$ cat src/rtl/hash_table_pkg.sv
// hash_table package: shared hash-table result type and statistics widths.
//   ht_result_t     one lookup result as it travels through the result path
//   HT_STATS_CNT_W  width of every traffic-statistics counter in the hash table
package hash_table;

  localparam int HT_STATS_CNT_W = 32;

  typedef struct packed {
    logic        hit;
    logic [1:0]  dir;
    logic [15:0] key;
    logic [31:0] value;
  } ht_result_t;

endpackage

$ cat src/rtl/ht_res_if.sv
// ht_res_if: valid/ready stream carrying one ht_result_t per beat.
//   master drives valid and result, slave drives ready.
//   A beat transfers on a clock edge where valid && ready.
interface ht_res_if;
  import hash_table::*;

  logic       valid;
  logic       ready;
  ht_result_t result;

  modport master (output valid, output result, input ready);
  modport slave  (input valid, input result, output ready);
endinterface

$ cat src/rtl/ht_res_out_fifo_mem.sv
// ht_res_out_fifo_mem: simple dual-port DEPTH x ht_result_t storage with a
// registered read port.
//   clk_i, rst_i         clock, synchronous active-high reset (read register only)
//   wr_en/wr_addr/wr_data  write port
//   rd_en/rd_addr        read request; rd_data is updated on the next edge
//   rd_data              registered read data, cleared by reset
// A read of the address being written in the same cycle returns the new data,
// which lets the owner load an entry the cycle it arrives.
module ht_res_out_fifo_mem
  import hash_table::*;
#(
  parameter int DEPTH = 8,
  localparam int AW   = $clog2(DEPTH)
) (
  input  logic          clk_i,
  input  logic          rst_i,
  input  logic          wr_en,
  input  logic [AW-1:0] wr_addr,
  input  ht_result_t    wr_data,
  input  logic          rd_en,
  input  logic [AW-1:0] rd_addr,
  output ht_result_t    rd_data
);

  ht_result_t mem_q [DEPTH];
  ht_result_t rd_data_q;

  // NOTE: the array has no reset; only entries that were written are ever read,
  // so clearing it would just cost a reset net on every storage bit.
  always_ff @(posedge clk_i) begin
    if (wr_en) mem_q[wr_addr] <= wr_data;
  end

  always_ff @(posedge clk_i) begin
    if (rst_i) begin
      rd_data_q <= '0;
    end else if (rd_en) begin
      rd_data_q <= (wr_en && (wr_addr == rd_addr)) ? wr_data : mem_q[rd_addr];
    end
  end

  assign rd_data = rd_data_q;

endmodule

$ cat src/rtl/ht_res_out_fifo.sv
// ht_res_out_fifo: in-order output buffer for hash-table results.
//   clk_i, rst_i    clock, synchronous active-high reset
//   ht_res_in       results from the result mux (slave)
//   ht_res_out      results to the consumer (master), first-word-fall-through
//                   from the registered read port of the storage array
//   used_words_o    stored results, including the one presented on ht_res_out
//   res_in_cnt_o, res_out_cnt_o, max_used_o
//                   traffic statistics, present only when the macro
//                   HT_RES_OUT_FIFO_STATS_EN is defined
// ht_res_in.ready is a register, so the consumer's ready never reaches the mux.
module ht_res_out_fifo
  import hash_table::*;
#(
  parameter int DEPTH = 8,
  localparam int AW   = $clog2(DEPTH),
  localparam int CW   = AW + 1
) (
  input  logic          clk_i,
  input  logic          rst_i,
  ht_res_if.slave       ht_res_in,
  ht_res_if.master      ht_res_out,
`ifdef HT_RES_OUT_FIFO_STATS_EN
  output logic [HT_STATS_CNT_W-1:0] res_in_cnt_o,
  output logic [HT_STATS_CNT_W-1:0] res_out_cnt_o,
  output logic [CW-1:0]             max_used_o,
`endif
  output logic [CW-1:0] used_words_o
);

  logic [AW-1:0] wr_ptr_q, rd_ptr_q;
  logic [CW-1:0] count_q, count_nxt;
  logic [CW-1:0] array_cnt;   // entries not yet loaded into the output register
  logic          ready_q;
  logic          out_valid;
  logic          push, pop, load;

  assign out_valid = (count_q != '0);

  always_comb begin
    push      = ht_res_in.valid && ready_q;
    pop       = out_valid && ht_res_out.ready;
    array_cnt = count_q - {{AW{1'b0}}, out_valid};
    // The output register needs a new head when it is empty or being popped;
    // the source is the array, or the word being written when the array is empty.
    load      = (!out_valid || pop) && ((array_cnt != '0) || push);
    count_nxt = count_q;
    if (push && !pop)      count_nxt = count_q + 1'b1;
    else if (pop && !push) count_nxt = count_q - 1'b1;
  end

  // NOTE: state registers use non-blocking assignments so every register sees
  // the pre-edge values of the others, regardless of statement order.
  always_ff @(posedge clk_i) begin
    if (rst_i) begin
      wr_ptr_q <= '0;
      rd_ptr_q <= '0;
      count_q  <= '0;
      ready_q  <= 1'b0;
    end else begin
      if (push) wr_ptr_q <= wr_ptr_q + 1'b1;
      if (load) rd_ptr_q <= rd_ptr_q + 1'b1;
      count_q <= count_nxt;
      ready_q <= (count_nxt != CW'(DEPTH));
    end
  end

  ht_res_out_fifo_mem #(.DEPTH(DEPTH)) u_mem (
    .clk_i   (clk_i),
    .rst_i   (rst_i),
    .wr_en   (push),
    .wr_addr (wr_ptr_q),
    .wr_data (ht_res_in.result),
    .rd_en   (load),
    .rd_addr (rd_ptr_q),
    .rd_data (ht_res_out.result)
  );

  assign ht_res_in.ready  = ready_q;
  assign ht_res_out.valid = out_valid;
  assign used_words_o     = count_q;

`ifdef HT_RES_OUT_FIFO_STATS_EN
  logic [HT_STATS_CNT_W-1:0] res_in_cnt_q, res_out_cnt_q;
  logic [CW-1:0]             max_used_q;

  always_ff @(posedge clk_i) begin
    if (rst_i) begin
      res_in_cnt_q  <= '0;
      res_out_cnt_q <= '0;
      max_used_q    <= '0;
    end else begin
      if (push) res_in_cnt_q  <= res_in_cnt_q + 1'b1;
      if (pop)  res_out_cnt_q <= res_out_cnt_q + 1'b1;
      if (count_q > max_used_q) max_used_q <= count_q;
    end
  end

  assign res_in_cnt_o  = res_in_cnt_q;
  assign res_out_cnt_o = res_out_cnt_q;
  assign max_used_o    = max_used_q;
`endif

endmodule

$ cat src/flat_wrapper.sv
// flat-port wrapper written by rule: the top's interface ports become plain ports
module ht_res_out_fifo_flat import hash_table::*;
#(
  parameter int DEPTH = 8,
  localparam int AW   = $clog2(DEPTH),
  localparam int CW   = AW + 1
)
  (clk_i, rst_i, used_words_o, ht_res_in_valid, ht_res_in_result, ht_res_in_ready, ht_res_out_valid, ht_res_out_result, ht_res_out_ready);
  ht_res_if ht_res_in_i ();
  ht_res_if ht_res_out_i ();
  input  logic clk_i;
  input  logic rst_i;
  output logic [CW-1:0] used_words_o;
  input wire logic [$bits(ht_res_in_i.valid)-1:0] ht_res_in_valid;
  input wire logic [$bits(ht_res_in_i.result)-1:0] ht_res_in_result;
  output wire logic [$bits(ht_res_in_i.ready)-1:0] ht_res_in_ready;
  output wire logic [$bits(ht_res_out_i.valid)-1:0] ht_res_out_valid;
  output wire logic [$bits(ht_res_out_i.result)-1:0] ht_res_out_result;
  input wire logic [$bits(ht_res_out_i.ready)-1:0] ht_res_out_ready;
  assign ht_res_in_i.valid = ht_res_in_valid;
  assign ht_res_in_i.result = ht_res_in_result;
  assign ht_res_in_ready = ht_res_in_i.ready;
  assign ht_res_out_valid = ht_res_out_i.valid;
  assign ht_res_out_result = ht_res_out_i.result;
  assign ht_res_out_i.ready = ht_res_out_ready;
  ht_res_out_fifo #(.DEPTH(DEPTH)) u_core (.clk_i(clk_i), .rst_i(rst_i), .ht_res_in(ht_res_in_i), .ht_res_out(ht_res_out_i), .used_words_o(used_words_o));
endmodule
$ cat config.mk
export PLATFORM = sky130hd
export DESIGN_NAME = ht_res_out_fifo_flat
export DESIGN_NICKNAME = d
export VERILOG_FILES = /design/src/rtl/hash_table_pkg.sv /design/src/rtl/ht_res_if.sv /design/src/rtl/ht_res_out_fifo_mem.sv /design/src/rtl/ht_res_out_fifo.sv /design/src/flat_wrapper.sv
export SDC_FILE = /design/constraint.sdc
export NUM_CORES = 1
export LEC_CHECK = 0
export ABC_AREA = 1
export BUFFER_PORTS_ARGS = -buffer_cell sky130_fd_sc_hd__buf_2
export CELL_PAD_IN_SITES_DETAIL_PLACEMENT = 1
export CELL_PAD_IN_SITES_GLOBAL_PLACEMENT = 2
export CORE_UTILIZATION = 37
export CTS_CLUSTER_DIAMETER = 100
export DETAILED_ROUTE_END_ITERATION = 10
export PLACE_DENSITY = 0.84
export SYNTH_ARGS = -nofsm -noshare
export SYNTH_HDL_FRONTEND = slang
export SYNTH_SLANG_ARGS = --single-unit
$ cat constraint.sdc
create_clock -name clk_i -period 3.4 [get_ports clk_i]
set_input_delay 0.51 -clock clk_i [delete_from_list [all_inputs] [get_ports clk_i]]
set_output_delay 0.51 -clock clk_i [all_outputs]
set_load 0.1 [all_outputs]
==> reports/results.tsv <==
stage	metric	value	unit
outcome	status	finished clean	
cells_and_area	seqCellArea	13500	sq um
flow_run	drv_cap	0	
setup_path	crit_fanout	66	
routing	vias_per_cell	5.31	
cells_and_area	drive_above_1_share	0.172	
synthesis	synthesis.nets	1708	
clocking	cts_tree	yes	
power	peakVddDrop	0.857	mV
floorplan	dieArea	52400	sq um
synthesis	synth_area_leader_cell	edfxtp_1	
global_routing	grt_usage	0.201	
synthesis	synth_adder_area_share	0.00328	
timing	tns	0	ns
placement	hpwl	28200	microns
synthesis	synthSimpleGateAreaFrac	0.174	
timing	drv_slew	0	
floorplan	io_pins	112	
power	p_leak	7.91	nW
timing	setup_viol	0	
placement	dp_cells	2356	
cells_and_area	syn_to_final_growth	15.4	%
global_routing	grt_pass1_vias	13800	
global_routing	overflow	0	
setup_path	worst-setup-path-type	reg2reg	
synthesis	synth-main-ff-cell	edfxtp_1	
timing	hold_viol	0	
routing	antenna_left	0	
timing	period_share	0.817	
global_routing	grt_first_pass_wirelength	80700	microns
routing	drt_iter0_drc	1051	
synthesis	synthXorXnorAreaFrac	0.000459	
synthesis	yosysSeqAreaShare	0.708	
synthesis	synth_most_common_cell	edfxtp_1	
cells_and_area	fin_util	0.436	
setup_path	cp.arrival	3.23	ns
setup_path	reg2regPathDepth	12	
timing	hold_slack	0.193	ns
clocking	clk_path_buf_depth	3	
floorplan	design.core.area	50500	sq um
synthesis	synthMuxAreaShare	0	
floorplan	start_util	0.378	
min_path	hold_depth	2	
routing	drt-pass1-iter-count	4	
power	powerDensity	908	nW/um^2
cells_and_area	nFillCells	5408	
routing	wl_per_cell	21.4	microns
synthesis	yosysWarnings	0	
timing	rsz0062_at_grt	no	
placement	placed_cell_area	20300	sq um
timing	tightestPinTransition	1.14	ns
synthesis	syn_area	19100	sq um
timing	finalClockSkew	0.0185	ns
synthesis	synth_compound_area_frac	0.0770	
clocking	h-tree-depth	2	
clocking	cts.sinks	470	
synthesis	synth-async-reset-ratio	0	
clocking	numCtsBuffers	50	
clocking	ctsResizeCount	0	
setup_path	endpoint_kind	flop	
synthesis	syn_inst	1648	
synthesis	netlist_top_cells_area	edfxtp_1 64%, nand3_1 6.8%, dfxtp_1 6.5%	
clocking	cts_setup_buffers	0	
synthesis	synth_edf_count	408	
floorplan	rows	82	
synthesis	syn_area_per_cell	11.6	sq um
timing	period_needed	2.78	ns
placement	place.port_buffers	111	
setup_path	crit_path_start_kind	flop	
global_routing	grt_start_max_net_pins	207	
synthesis	synth_top_family_by_area	simple AND/OR/NAND/NOR gates	
global_routing	antenna_found_initial	8	
clocking	insertion_delay	0.59	ns
placement	gp_congestion	0.737	
setup_path	critical_path_required	3.86	ns
routing	vias	13000	
timing	timing.slew.headroom	0.237	
routing	wl	52600	microns
cells_and_area	multi_input_area	4910	sq um
cells_and_area	nets	1796	
min_path	hold_path.class	in2reg	
cells_and_area	final_area	22000	sq um
clocking	hold_buffers	0	
clocking	cts.clk_slew.worst_paths	0.06	ns
synthesis	synth_top_cell_area_share	0.643	
clocking	cts-root-buf	clkbuf_16	
routing	remaining_drc_errors	0	
synthesis	ys_ff_latch	470	
floorplan	die_w	229	microns
timing	clock.fmax	360	MHz
floorplan	fp.dieH	229	microns
cells_and_area	fin_cells	2454	
synthesis	synth_common_cells	408 x edfxtp_1, 315 x nand2_1, 260 x nand3_1	
synthesis	ys_types	32	
-- worst max-delay path, cell delays in order (launching register included) --
cell and delay [ns]:
dfxtp_1 0.41, inv_1 0.12, ha_1 0.25, nand2_2 0.17, ha_1 0.21, nor2_2 0.05
nor2_2 0.08, nand4_2 0.10, nand2_4 0.11, clkinv_2 0.38, buf_12 0.39, o21ai_0 0.30
a21oi_2 0.06
-- state kept, by name, indices dropped and copies added, names as in the netlist --
register                cells
u_core.ht_res_in.ready      1
u_core.used_words_o         4
u_core.u_mem.rd_data       51
u_core.u_mem.mem_q        408
u_core.rd_ptr_q             3
u_core.wr_ptr_q             3
-- final timing paths --
kind / from / end / slack [ns]
min reg2reg: u_core.wr_ptr_q[0]$_SDFFE_PP0P_ / u_core.wr_ptr_q[0]$_SDFFE_PP0P_ / 0.52
max reg2reg: u_core.used_words_o[0]$_SDFF_PP0_ / u_core.u_mem.rd_data[13]$_SDFFE_PP0P_ / 0.62
max: u_core.used_words_o[0]$_SDFF_PP0_ / u_core.u_mem.rd_data[13]$_SDFFE_PP0P_ / 0.62
min: rst_i / u_core.wr_ptr_q[0]$_SDFFE_PP0P_ / 0.19
-- cell usage in the layout (no fill, tap or decap), drive strengths merged --
cell | Yosys | routed
nand2 | 337 | 337
nand3 | 260 | 260
buf | 78 | 147
and3 | 1 | 1
diode | 0 | 4
clkinv | 0 | 9
ha | 5 | 5
nor3 | 1 | 1
dfxtp | 62 | 62
bufinv | 0 | 2
a21oi | 61 | 61
clkinvlp | 0 | 1
nand4 | 3 | 3
edfxtp | 408 | 408
clkbuf | 33 | 83
nand3b | 1 | 1
o211ai | 42 | 42
nor2 | 165 | 165
o22ai | 1 | 1
xnor2 | 1 | 1
inv | 39 | 38
o21ai | 150 | 150
-- per-stage QoR --
stage | setup slack, ns | total power [W]
2_1_floorplan | -0.599 | 0.0130
3_3_place_gp | 0.867 | 0.0144
3_5_place_dp | 0.633 | 0.0147
4_1_cts | 0.613 | 0.0201
5_1_grt | 0.362 | 0.0210
6_report | 0.623 | 0.0200
-- final cells by class --
class,instances,share of cell area
timing repair buffer,147,0.0426
multi-input combinational,1028,0.223
inverter,39,0.00716
clock buffer,83,0.0699
clock inverter,11,0.00495
tap,672,0.0382
antenna,4,0.000455
sequential,470,0.613
-- power by group --
group	internal (W)	switching [W]
Combinational	0.00178	0.00581
Clock	0.00323	0.00221
Sequential	0.00670	0.000255
Total	0.0117	0.00828
-- kinds of logic (layout without fill, tap and decap cells) --
group                      Yosys count  after routing
and+or+nand+nor                    768            768
xor gates and xnor gates             1              1
adders and majority gates            5              5
buffers and inverters              150            280
AOI/OAI and AO/OA                  254            254
other                                0              4
DFF                                470            470
-- layer usage --
layer  global-route usage  share of wire  vias up
met2                0.337           0.48      298
met5                    0         0.0011        -
met4               0.0652          0.025        8
met3               0.0367          0.050       92
li1                     -              -     6032
met1                0.263           0.45     6589
(Power assumes the default switching activity.)
